==> config.mk <==
export PLATFORM = sky130hd
export DESIGN_NAME = qam_carrier_loop
export DESIGN_NICKNAME = d
export VERILOG_FILES = /design/src/rtl/qam_carrier_loop.sv
export SDC_FILE = /design/constraint.sdc
export NUM_CORES = 1
export LEC_CHECK = 0
export ABC_AREA = 1
export CAP_MARGIN = 20
export CORE_ASPECT_RATIO = 1.25
export CORE_MARGIN = 4
export CORE_UTILIZATION = 27
export CTS_CLUSTER_DIAMETER = 60
export DETAILED_ROUTE_END_ITERATION = 8
export PLACE_DENSITY = 0.42
export RECOVER_POWER = 100
export SETUP_SLACK_MARGIN = 0.2
export SYNTH_ARGS = -nofsm -noshare
export SYNTH_HDL_FRONTEND = slang
export SYNTH_SLANG_ARGS = --single-unit
==> constraint.sdc <==
create_clock -name clk_i -period 6.3 [get_ports clk_i]
set_clock_uncertainty 0.15 [all_clocks]
set_input_delay 0.63 -clock clk_i [delete_from_list [all_inputs] [get_ports clk_i]]
set_output_delay 0.63 -clock clk_i [all_outputs]
set_load 0.005 [all_outputs]
==> src/rtl/qam_carrier_loop.sv <==
// Decision-directed carrier recovery for 16QAM/QPSK: slicer, DD phase detector,
// gear-shifted PI loop filter driving the NCO frequency word, and a window-based lock FSM.
module qam_carrier_loop #(
  parameter int          DW         = 16,
  parameter int          FW         = 34,
  parameter int          KP_ACQ     = 8,
  parameter int          KI_ACQ     = 14,
  parameter int          KP_TRK     = 12,
  parameter int          KI_TRK     = 20,
  parameter int          WIN_LOG    = 6,
  parameter logic [63:0] LOCK_THR   = 64'd1073741824,
  parameter int          LOCK_CNT   = 4,
  parameter int          UNLOCK_CNT = 2
) (
  input  logic                 clk_i,
  input  logic                 rst_i,
  input  logic                 bitsync_i,
  input  logic signed [DW-1:0] yi_i,
  input  logic signed [DW-1:0] yq_i,
  input  logic                 mode_i,
  input  logic                 hold_i,
  output logic signed [FW-1:0] df_o,
  output logic                 df_valid_o,
  output logic signed [2*DW:0] pd_o,
  output logic [1:0]           state_o,
  output logic                 lock_o
);
  localparam int PW = 2*DW + 1;
  localparam int MW = PW + WIN_LOG;
  localparam int SW = ((PW > FW) ? PW : FW) + 2;
  localparam logic [DW-1:0] A1 = {3'b001, {(DW-3){1'b0}}};
  localparam logic [DW-1:0] A2 = {3'b010, {(DW-3){1'b0}}};
  localparam logic [DW-1:0] A3 = {3'b011, {(DW-3){1'b0}}};
  localparam logic signed [SW-1:0] MAXV = {{(SW-FW+1){1'b0}}, {(FW-1){1'b1}}};
  localparam logic signed [SW-1:0] MINV = {{(SW-FW+1){1'b1}}, {(FW-1){1'b0}}};
  localparam logic [7:0] LOCK_N   = 8'(LOCK_CNT);
  localparam logic [7:0] UNLOCK_N = 8'(UNLOCK_CNT);

  typedef enum logic [1:0] {ACQ = 2'd0, TRACK = 2'd1, LOCKED = 2'd2} state_e;

  function automatic logic [DW-1:0] slice(input logic [DW-1:0] y, input logic qam16);
    logic [DW:0]   mag_y;
    logic [DW-1:0] mag;
    mag_y = y[DW-1] ? (~{1'b1, y} + {{DW{1'b0}}, 1'b1}) : {1'b0, y};
    if (!qam16)                  mag = A2;
    else if (mag_y < {1'b0, A2}) mag = A1;
    else                         mag = A3;
    slice = y[DW-1] ? (~mag + {{(DW-1){1'b0}}, 1'b1}) : mag;
  endfunction

  function automatic logic [FW-1:0] sat(input logic signed [SW-1:0] x);
    if (x > MAXV)      sat = MAXV[FW-1:0];
    else if (x < MINV) sat = MINV[FW-1:0];
    else               sat = x[FW-1:0];
  endfunction

  logic signed [DW-1:0] yi_q, yq_q, di_q, dq_q;
  logic                 v1_q, h1_q, v2_q, h2_q, df_valid_q, lock_q;
  logic signed [PW-1:0] pd_q;
  logic signed [FW-1:0] integ_q, df_q;
  logic [MW-1:0]        m_q;
  logic [WIN_LOG-1:0]   wcnt_q;
  logic [7:0]           gcnt_q, bcnt_q;
  state_e               state_q;

  logic signed [PW-1:0] yi_x_s, yq_x_s, di_x_s, dq_x_s, pd_s;
  logic signed [SW-1:0] pd_x_s, p_sh_s, i_sh_s, isum_s, dsum_s;
  logic signed [FW-1:0] integ_d, df_d;
  logic [PW-1:0]        apd_s;
  logic [MW-1:0]        msum_s;
  logic                 trk_s, upd_s, win_end_s, good_s;

  assign yi_x_s = {{(PW-DW){yi_q[DW-1]}}, yi_q};
  assign yq_x_s = {{(PW-DW){yq_q[DW-1]}}, yq_q};
  assign di_x_s = {{(PW-DW){di_q[DW-1]}}, di_q};
  assign dq_x_s = {{(PW-DW){dq_q[DW-1]}}, dq_q};
  assign pd_s   = yq_x_s * di_x_s - yi_x_s * dq_x_s;

  // Gains follow the state current when the symbol reaches the filter stage
  assign trk_s   = (state_q != ACQ);
  assign pd_x_s  = {{(SW-PW){pd_q[PW-1]}}, pd_q};
  assign p_sh_s  = trk_s ? (pd_x_s >>> KP_TRK) : (pd_x_s >>> KP_ACQ);
  assign i_sh_s  = trk_s ? (pd_x_s >>> KI_TRK) : (pd_x_s >>> KI_ACQ);
  assign isum_s  = {{(SW-FW){integ_q[FW-1]}}, integ_q} + i_sh_s;
  assign integ_d = sat(isum_s);
  assign dsum_s  = p_sh_s + {{(SW-FW){integ_d[FW-1]}}, integ_d};
  assign df_d    = sat(dsum_s);

  assign apd_s     = pd_q[PW-1] ? (~pd_q + {{(PW-1){1'b0}}, 1'b1}) : pd_q;
  assign msum_s    = m_q + {{(MW-PW){1'b0}}, apd_s};
  assign good_s    = ({{(64-MW){1'b0}}, msum_s} < LOCK_THR);
  assign upd_s     = v2_q & ~h2_q;
  assign win_end_s = upd_s & (&wcnt_q);

  // Three-stage symbol pipeline: slice, phase detect, loop filter and metric
  always_ff @(posedge clk_i or posedge rst_i) begin
    if (rst_i) begin
      v1_q <= 1'b0; h1_q <= 1'b0; v2_q <= 1'b0; h2_q <= 1'b0;
      yi_q <= {DW{1'b0}}; yq_q <= {DW{1'b0}}; di_q <= {DW{1'b0}}; dq_q <= {DW{1'b0}};
      pd_q <= {PW{1'b0}}; integ_q <= {FW{1'b0}}; df_q <= {FW{1'b0}};
      df_valid_q <= 1'b0; m_q <= {MW{1'b0}}; wcnt_q <= {WIN_LOG{1'b0}};
    end else begin
      v1_q <= bitsync_i;
      if (bitsync_i) begin
        yi_q <= yi_i;
        yq_q <= yq_i;
        di_q <= slice(yi_i, mode_i);
        dq_q <= slice(yq_i, mode_i);
        h1_q <= hold_i;
      end
      v2_q <= v1_q;
      h2_q <= h1_q;
      if (v1_q) pd_q <= pd_s;
      df_valid_q <= upd_s;
      if (upd_s) begin
        integ_q <= integ_d;
        df_q    <= df_d;
        wcnt_q  <= wcnt_q + {{(WIN_LOG-1){1'b0}}, 1'b1};
        m_q     <= win_end_s ? {MW{1'b0}} : msum_s;
      end
    end
  end

  // Lock FSM, stepped once per completed window
  always_ff @(posedge clk_i or posedge rst_i) begin
    if (rst_i) begin
      state_q <= ACQ; gcnt_q <= 8'd0; bcnt_q <= 8'd0; lock_q <= 1'b0;
    end else if (win_end_s) begin
      case (state_q)
        ACQ: begin
          gcnt_q <= 8'd0;
          bcnt_q <= 8'd0;
          if (good_s) state_q <= TRACK;
          else        state_q <= ACQ;
        end
        TRACK: begin
          if (!good_s) begin
            state_q <= ACQ;
            gcnt_q  <= 8'd0;
          end else if (gcnt_q == LOCK_N - 8'd1) begin
            state_q <= LOCKED;
            lock_q  <= 1'b1;
            gcnt_q  <= 8'd0;
            bcnt_q  <= 8'd0;
          end else begin
            gcnt_q <= gcnt_q + 8'd1;
          end
        end
        LOCKED: begin
          if (good_s) begin
            bcnt_q <= 8'd0;
          end else if (bcnt_q == UNLOCK_N - 8'd1) begin
            state_q <= ACQ;
            lock_q  <= 1'b0;
            bcnt_q  <= 8'd0;
          end else begin
            bcnt_q <= bcnt_q + 8'd1;
          end
        end
        default: begin
          state_q <= ACQ; lock_q <= 1'b0; gcnt_q <= 8'd0; bcnt_q <= 8'd0;
        end
      endcase
    end else begin
      state_q <= state_q;
    end
  end

  assign df_o       = df_q;
  assign df_valid_o = df_valid_q;
  assign pd_o       = pd_q;
  assign state_o    = state_q;
  assign lock_o     = lock_q;
endmodule
; ---- Word-level counts from Yosys, hierarchy flattened
; Index checks and enable logic that the tools add are counted.
[word_totals]
elab_cells = 102
regBits = 234
in_bits = 37
out_inout_bits = 71
[classes]
n_lt_le_gt_ge = 7
eq_ne = 9
n_reduce_logical = 7
mul = 2
bitwise_logic = 10
add_sub_neg = 12
muxes = 37
[op_table]
columns = op, n
row1 = 2-to-1 mux 34 bit, 4
row2 = greater-than comparator 35 x 34 -> 1 bit (second input constant), 2
row3 = less-than comparator 35 x 34 -> 1 bit (second input constant), 2
row4 = multiplier 16 x 16 -> 32 bit, 2
row5 = 2-to-1 mux 16 bit, 4
row6 = 2-to-1 mux 15 bit, 4
row7 = 2-to-1 mux 8 bit, 6
row8 = adder 39 x 33 -> 39 bit, 1
row9 = less-than comparator 39 x 31 -> 1 bit (second input constant), 1
row10 = 2-to-1 mux 39 bit, 1
row11 = adder 25 x 34 -> 35 bit, 1
row12 = adder 34 x 19 -> 35 bit, 1
row13 = adder 17 x 1 -> 17 bit (second input constant), 2
row14 = less-than comparator 17 x 15 -> 1 bit (second input constant), 2
row15 = 2-to-1 mux 17 bit, 2
row16 = inverter 17 bit, 2
row17 = adder 33 x 1 -> 33 bit (second input constant), 1
row18 = 2-to-1 mux 33 bit, 1
row19 = inverter 33 bit, 1
row20 = subtractor 32 x 32 -> 33 bit, 1
row21 = adder 16 x 1 -> 16 bit (second input constant), 2
row22 = inverter 16 bit, 2
row23 = case mux 8 bit (2 select lines), 2
row24 = 2-to-1 mux 24 bit, 1
row25 = 21 further kinds, 36

; ---- Depth between registers and ports, before layout
; Gate-level depths: netlist of the first run.
[depth]
ltp_word = 10
ltp_mapped = 36
depth_no_buf = 35

; ---- Least setup slack after synthesis of the first run
; Ideal clock, no wire load.
[synth_timing]
path_kind = reg2reg
from = register dq_q[14]
to = register pd_q[28], in the netlist pd_o[28]
path_slack_ns = 0.107
setup_ns = 0.118
t_required_ns = 6.032
n_path_buf = 2
synth_period_minus_slack_ns = 6.193
stages_incl_launch_ff = 28
arrival_time_ns = 5.925
cell_sequence = dfrtp_1 > clkbuf_1 > clkbuf_1 > nand2_1 > ha_1 > or2_2 > fa_1 > inv_1 > ha_1 > ha_1 > fa_1 > inv_1 > fa_1 > fa_1 > ha_1 > ha_1 > nand2_1 > a21oi_1 > nor2_1 > and2_1 > o21ai_0 > nand2_1 > nand2_1 > a21boi_0 > o21ai_0 > or2_2 > nand3_1 > nand2_1
[synth_via]
elab_chain_len = 2
[synth_rtl]
columns = element, line
row1 = "start, declared", 57  ; logic signed [DW-1:0] yi_q, yq_q, di_q, dq_q;
row2 = "start signal, assigned", 99  ; yi_q <= {DW{1'b0}}; yq_q <= {DW{1'b0}}; di_q <= {DW{1'b0}}; dq_q <= {DW{1'b0}};
row3 = "start signal, assigned", 108  ; dq_q <= slice(yq_i, mode_i);
row4 = multiplier 16 x 16 -> 32 bit, 77  ; assign pd_s = yq_x_s * di_x_s - yi_x_s * dq_x_s;
row5 = subtractor 32 x 32 -> 33 bit, 77
row6 = "end signal, assigned", 100  ; pd_q <= {PW{1'b0}}; integ_q <= {FW{1'b0}}; df_q <= {FW{1'b0}};
row7 = "end signal, assigned", 113  ; if (v1_q) pd_q <= pd_s;
row8 = "end, declared", 59  ; logic signed [PW-1:0] pd_q;
; No other way between the ends.
; A chain may end at the register's enable or synchronous reset.

; ---- Final worst setup path of the first run
[layout_timing]
from = register dq_q[14]
to = register pd_q[25], in the netlist pd_o[25]
; Same word-level chain as after synthesis.

==> key figures, run 1 <==
Worst setup path
  – Crit-path max FO: 5
  – Worst Setup EP: pd_o[25]$_DFFE_PP0P_
  – Reg2reg end: pd_o[25]$_DFFE_PP0P_
  – Startpoint type of the worst setup path: flip-flop
  – Crit path from: dq_q[14]$_DFFE_PP0P_
  – Endpoint class of the critical path: flip-flop
  – Critical path class: flip-flop to flip-flop
  – RR Startpoint: dq_q[14]$_DFFE_PP0P_
  – Arrival time worst endpoint: 6.21 ns
  – R2R depth: 23
  – Worst Path Required: 6.50 ns
  – R2r setup slk: 0.29 ns

Synth
  – Top post-synthesis cells by area: dfrtp_1 23%, ha_1 17%, nand2_1 13%
  – Ys async rst share: 1.00
  – Synth warn: 0
  – Mapped Avg Cell Area: 7.17 sq um
  – Share of the synthesized area in the top cell type: 0.234
  – Syn Inst Count: roughly 2700
  – Dominant cell type by area after synthesis: dfrtp_1
  – Netlist Area Pre-Place: 19400 sq um
  – Post-synth EDFFs: 0
  – Seq/Total Area, Yosys: 0.234
  – Unique masters post-synth: between 50 and 60
  – Seq cells post-synth: between 150 and 200
  – Main synth FF type: dfrtp_1

Global route
  – Largest net degree at the start of global routing: 94
  – Total global-route track usage: 0.170
  – Initial antenna violation count: 2
  – Vias in the first global route: 18400
  – First-pass GRT wire length: 102000 microns
  – Total gr overflow: 0

Timing
  – Tmin final: 6.01 ns
  – Worst-margin pin slew: 3.94 ns
  – Final max-slew violation count: 268
  – Max_slew headroom: -1.63
  – Total negative setup slack: 0 ns
  – RSZ-0062 raised after global routing: true
  – Achievable Freq: 166 MHz
  – Hold Vio Cnt, Final: 0
  – Final worst path period share: 0.955
  – Number of setup violations in the final report: 0
  – Worst Setup Slack, final: 0.286 ns

Layout
  – Final instance area: 23200 sq um
  – Fill count: 7772
  – Layout net count: 3227
  – Layout cells sized above 1: 0.0984
  – Layout area overhead: 19.8%

Floorplanning
  – FP Rows: between 100 and 150
  – Die W: 248 microns
  – CORE AREA: 70900 sq um
  – Initial core utilization: 0.273
  – Chip Height: between 300 and 400 microns
  – Die area: 76200 sq um
  – I/O pin count: 108

Clocking
  – TritonCTS clock tree: yes
  – Clock Pin Slew Worst Setup and Hold Paths: 0.07 ns
  – Skew-Pair Late Insertion Delay: roughly 0.50 ns
  – CTS Buf Count: 17
  – CTS Buffer Depth: 2
  – Root Buffer: clkbuf_16
  – H-tree depth: 4
  – CTS Sinks: 181

Drt
  – 1st-iter DRT viols: approximately 870
  – Antenna viol nets, final: 0
  – WL/cell: ~17 microns
  – # DRC: 0
  – Vias/cell: 4.69
  – Total number of vias: 17900
  – Pre-Repair DR Iteration Count: 5
  – Final WL: 64600 microns

Min path
  – Min-Delay Path Class: flip-flop to flip-flop

Place
  – Port Buffer Count: 94
  – Pre-CTS setup slack: 0.0713 ns
  – Gpl congestion: ~0.89
  – Area of placed instances: between 20000 and 25000 sq um
  – Detailed Place HPWL: 52700 microns

Job
  – # Max-Cap Violations: 4

Status
  – Failing checks: capacitance limit, slew limit
  – Status: finished with violations
[layout by cell type, fill, tap and decap left out, types with 4 or more instances in the layout]
| cell type | synthesis | layout |
|---|---|---|
| nand2_1 | 674 | 665 |
| inv_1 | 402 | 398 |
| ha_1 | 267 | 238 |
| nor2_1 | 240 | 231 |
| a21oi_1 | 202 | 193 |
| dfrtp_1 | 181 | 179 |
| o21ai_0 | 134 | 123 |
| nand3_1 | 93 | 90 |
| buf_4 | 17 | 74 |
| xor2_1 | 65 | 65 |
| fa_1 | 67 | 65 |
| dlygate4sd3_1 | 0 | 55 |
| a31oi_1 | 41 | 40 |
| clkdlybuf4s50_1 | 0 | 38 |
| nand4_1 | 35 | 35 |
| xnor2_1 | 31 | 31 |
| ha_4 | 0 | 26 |
| nand2_2 | 16 | 25 |
| nor3_1 | 23 | 21 |
| clkbuf_16 | 0 | 19 |
| inv_2 | 15 | 18 |
| nand3b_1 | 17 | 17 |
| nor2_2 | 9 | 16 |
| mux2_2 | 16 | 16 |
| nor4_1 | 16 | 15 |
| clkbuf_1 | 41 | 14 |
| conb_1 | 1 | 13 |
| a21oi_2 | 1 | 10 |
| o21ai_1 | 4 | 10 |
| a21o_1 | 9 | 9 |
| or2_2 | 10 | 9 |
| o31ai_1 | 8 | 8 |
| nor2_4 | 5 | 7 |
| o21bai_1 | 7 | 7 |
| o22ai_1 | 6 | 6 |
| bufinv_16 | 0 | 6 |
| buf_12 | 0 | 6 |
| o21ai_2 | 0 | 5 |
| nand3_2 | 1 | 4 |
| clkbuf_2 | 0 | 4 |
[flip-flops by register name (all words and copies together) (netlist names), 2 cells and up]
register and flops:
gcnt_q 8, yi_q 16, bcnt_q 8, pd_o 20, dq_q 2, di_q 3, m_q 26, state_o 2
df_o 34, wcnt_q 6, yq_q 16, integ_q 34
[worst max-delay path, stage by stage (launching register included)]
cell	delay, ns
dfrtp_1	0.44
clkbuf_1	0.18
nand2_1	0.07
ha_1	0.18
or2_2	0.30
fa_1	0.50
inv_1	0.04
ha_1	0.19
ha_1	0.31
fa_1	0.42
inv_1	0.08
fa_1	0.44
fa_1	0.50
ha_1	0.35
ha_4	0.26
buf_4	0.15
a21oi_1	0.21
o21ai_2	0.14
a21o_1	0.22
a31oi_4	0.18
o21ai_1	0.09
or2_2	0.27
nand3_1	0.08
o21ai_0	0.09
[worst min path at each step]
stage	start	to	slack [ns]	depth (start not counted)
final	h1_q$_DFFE_PP0P_	h2_q$_DFF_PP0_	0.23	0
after global routing	h1_q$_DFFE_PP0P_	h2_q$_DFF_PP0_	0.25	0
after CTS	h1_q$_DFFE_PP0P_	h2_q$_DFF_PP0_	0.24	0
after detailed placement	h1_q$_DFFE_PP0P_	h2_q$_DFF_PP0_	0.22	0
after global placement	h1_q$_DFFE_PP0P_	h2_q$_DFF_PP0_	0.22	0
after floorplan	h1_q$_DFFE_PP0P_	h2_q$_DFF_PP0_	0.20	0
[synth_stat cells (7+ instances only)]
cell,instances
o31ai_1,8
clkbuf_1,41
xor2_1,65
o21ai_0,134
inv_2,15
nand4_1,35
mux2_2,16
inv_1,402
nor2_2,9
nand3b_1,17
nor4_1,16
buf_2,8
or2_2,10
nand2_2,16
a31oi_1,41
nand3_1,93
xnor2_1,31
fa_1,67
nor3_1,23
nand2_1,674
a21o_1,9
ha_1,267
a21oi_1,202
buf_4,17
buf_1,10
nor2_1,240
dfrtp_1,181
o21bai_1,7
[routing by layer]
metal / global-route usage / wire (microns) / vias to the layer above / part of all wire
met4: 0.0352 / 940 / 0 / 0.015
met5: 0 / 0 / - / 0
li1: - / - / 9035 / -
met3: 0.0238 / 1880 / 49 / 0.029
met2: 0.317 / 34000 / 277 / 0.53
met1: 0.208 / 27800 / 8511 / 0.43
[kinds of logic after synthesis]
logic type      share of synthesized area
compound gates                      0.120
mux                               0.00929
buf+inv                            0.0999
other cells                      0.000193
simple gates                        0.251
flops                               0.234
fa+ha+maj                           0.242
xor+xnor                           0.0442
[layout make-up]
class	instances	area (sq um)	area share
multi-input cells	2040	13500	0.581
diodes	1	2.50	0.000108
repair buffers	199	1810	0.0777
clock buffers	20	447	0.0192
inverters	417	1570	0.0675
flip-flops and latches	181	4530	0.195
well taps	943	1180	0.0508
clock inverters	9	203	0.00873
[repair_timing]
item | 4_1_cts | 5_1_grt
buffers inserted | 0 | 13
setup endpoints to repair | 5 | 51
gates resized for setup | 9 | 110
gates cloned | 0 | 2
hold buffers | 0 | 0
pin swaps | 0 | 44
[metrics by stage]
step                      hold WS, ns  cells  utilization
after floorplan                 0.200   2715            -
after global placement          0.217   3765        0.309
after detailed placement        0.219   3765        0.309
after CTS                       0.235   3794        0.319
after global routing            0.247   3809        0.327
final                           0.229   3810        0.328
Power of run 1 is left out: the tool's default activity adds up to more than one toggle a clock period on the data nets, which glitch-free logic cannot reach.
==> inputs of run 2 (changes only) <==
--- a/config.mk
+++ b/config.mk
@@ -14,7 +14,9 @@
 export DETAILED_ROUTE_END_ITERATION = 8
 export PLACE_DENSITY = 0.42
 export RECOVER_POWER = 100
+export REMOVE_ABC_BUFFERS = 1
 export SETUP_SLACK_MARGIN = 0.2
+export SKIP_LAST_GASP = 1
 export SYNTH_ARGS = -nofsm -noshare
 export SYNTH_HDL_FRONTEND = slang
 export SYNTH_SLANG_ARGS = --single-unit
==> run 2 against run 1 <==
  * Routed wire length fell by 1.7%
  * Largest cell class unchanged
  * Hold slack worse by 0.0043 ns
  * Final cell count is 0.81% lower
  * Critical path depth rose by 1
  * Worst setup slack improved by 0.054 ns
  * Highest routed layer unchanged
  * The flow still finishes with violations (capacitance limit, slew limit)
  * Die area unchanged
==> key figures, run 2 (synthesis results as in run 1) <==
Drt
  – Metal2 WL: 33100 microns (-2.8%)
  – M1 WL: 26900 microns (-3.1%)
  – Pre-Repair DR Iteration Count: 7 (+2)
  – WL/cell: 16.8 microns (-0.86%)
  – Met3 Wirelength: 2150 microns (+14%)
  – 1st-iter DRT viols: 919 (+5.3%)
  – Vias/cell: 4.71 (+0.44%)
  – # DRC: 0 (unchanged)
  – Antenna viol nets, final: 0 (unchanged)
  – Total number of vias: 17800 (-0.37%)
  – Highest routing layer actually used: met4
  – Final WL: 63500 microns (-1.7%)

Floorplanning
  – I/O pin count: 108 (unchanged)
  – FP Rows: 109 (unchanged)
  – Die area: 76200 sq um (unchanged)
  – CORE AREA: 70900 sq um (unchanged)
  – Chip Height: 308 microns (unchanged)
  – Die W: 248 microns (unchanged)
  – Initial core utilization: 0.273 (unchanged)

Place
  – Port Buffer Count: 94 (unchanged)
  – Gpl congestion: 0.913 (+3.1%)
  – Detailed Place HPWL: 52200 microns (-1.0%)

Layout
  – Layout area overhead: 18.1%
  – Layout cells sized above 1: 0.0853 (-0.0131)
  – Commonest cells after routing, fill and taps aside: 673 x nand2_1, 403 x inv_1, 238 x nor2_1
  – Most common cell after layout, fill and taps aside: nand2_1
  – Ant. Diodes: 0 (-1)
  – Layout net count: 3194 (-1.0%)

Worst setup path
  – CP peak stage delay: 0.53 ns (+0.03 ns)
  – Buf/Inv on CP: 5 (+1)
  – Crit path from: dq_q[14]$_DFFE_PP0P_
  – Arrival time worst endpoint: 6.17 ns (-0.04 ns)
  – Worst path most repeated cell: ha_1
  – Crit-path max FO: 4 (-1)
  – R2R depth: 24 (+4.3%)
  – RR Startpoint: dq_q[14]$_DFFE_PP0P_
  – Worst Path Required: 6.51 ns (about the same)
  – R2r setup slk: 0.34 ns (+0.05 ns)
  – Critical path class: flip-flop to flip-flop
  – Worst Setup EP: pd_o[29]$_DFFE_PP0P_
  – CP top delay family: adder cells
  – Crit path cell chain: clkbuf_1 > nand2_1 > inv_1 > ha_1 > inv_1 > fa_1 > inv_1 > ha_1 > ha_1 > fa_1 > inv_1 > fa_1 > fa_1 > ha_1 > ha_1 > a21oi_2 > o21ai_2 > a21oi_2 > nand3_2 > a21oi_1 > o21bai_1 > or2_2 > nand3_1 > o21ai_0
  – Slowest stage cell, crit path: fa_1
  – Endpoint class of the critical path: flip-flop
  – Startpoint type of the worst setup path: flip-flop
  – Reg2reg end: pd_o[29]$_DFFE_PP0P_
  – WP depth: 24 (+4.3%)

Timing
  – Worst-margin pin slew: 4.03 ns (+0.0853 ns)
  – Achievable Freq: 168 MHz (+0.90%)
  – Number of setup violations in the final report: 0 (unchanged)
  – Final max-slew violation count: 332 (+24%)
  – Total negative setup slack: 0 ns (unchanged)
  – Tmin final: 5.96 ns (-0.0539 ns)
  – RSZ-0062 raised after global routing: true
  – Hold Vio Cnt, Final: 0 (unchanged)
  – Max_slew headroom: -1.69 (-0.0569)
  – Final worst path period share: 0.946 (-0.00856)

Global route
  – Vias in the first global route: 18600 (+0.96%)
  – First-pass GRT wire length: 101000 microns (-0.76%)
  – Total global-route track usage: 0.170 (-0.000831)
  – Initial antenna violation count: 0 (-2)
  – Largest net degree at the start of global routing: 96 (+2.1%)
  – Total gr overflow: 0 (unchanged)

Clocking
  – CTS Buf Count: 17 (unchanged)
  – Skew-Pair Late Insertion Delay: 0.51 ns (about the same)
  – TritonCTS clock tree: yes
  – CTS Hold Buffers Added: 0 (unchanged)
  – CTS Sinks: 181 (unchanged)
  – Root Buffer: clkbuf_16
  – CTS Buffer Depth: 2 (unchanged)
  – Clock Pin Slew Worst Setup and Hold Paths: 0.07 ns (about the same)
  – H-tree depth: 4 (unchanged)

Min path
  – Min-Delay Path Class: flip-flop to flip-flop
  – Hold path depth: 0 (unchanged)

Status
  – Failing checks: capacitance limit, slew limit
  – Status: finished with violations

Job
  – # Max-Cap Violations: 5 (+1)
run 2: cell types whose count changed in the layout (fill, tap and decap cells not counted), sizes merged, moves of 2 or more:
cell	change
dlygate4sd3	+2
clkdlybuf4s50	-2
inv	+3
clkbuf	-9
clkinv	+4
buf	-25
bufinv	-4
run 2: repair_timing:
item | 4_1_cts | 5_1_grt
pin swaps | 1 | 30
gates resized for setup | 11 | 86
cloned | 0 | 2
setup buffers | 4 | 11
endpoints found under the setup margin | 14 | 45
run 2: worst min-delay path by stage:
stage / startpoint / to
floorplan: h1_q$_DFFE_PP0P_ / h2_q$_DFF_PP0_
global placement: h1_q$_DFFE_PP0P_ / h2_q$_DFF_PP0_
detailed placement: h1_q$_DFFE_PP0P_ / h2_q$_DFF_PP0_
global route: h1_q$_DFFE_PP0P_ / h2_q$_DFF_PP0_
finish: h1_q$_DFFE_PP0P_ / h2_q$_DFF_PP0_
CTS: h1_q$_DFFE_PP0P_ / h2_q$_DFF_PP0_
run 2: cell type report:
cell class,instances,area [sq um]
fillers,7815,48000
multi-input cells,2040,13500
flip-flops and latches,181,4530
inverters,417,1570
repair buffers,166,1550
well taps,943,1180
clock buffers,19,443
clock inverters,13,148
run 2: through the flow:
step                      cell area [sq um]  setup WS, ns   util  hold WS (ns)  instances
after global routing                  22900        0.0540  0.323         0.236       3779
after floorplan                       19100        -0.862      -         0.200       2638
after global placement                21700       -0.0149  0.306         0.209       3730
after detailed placement              21700      -0.00476  0.306         0.213       3730
after CTS                             22300         0.188  0.315         0.229       3766
final                                 22900         0.340  0.323         0.225       3779
run 2: metal layers:
layer  global-route usage  vias up
met4               0.0438        0
met5                    0        -
met3               0.0300       49
met1                0.202     8498
met2                0.313      278
li1                     -     8980
Power of run 2 is left out for the same reason.
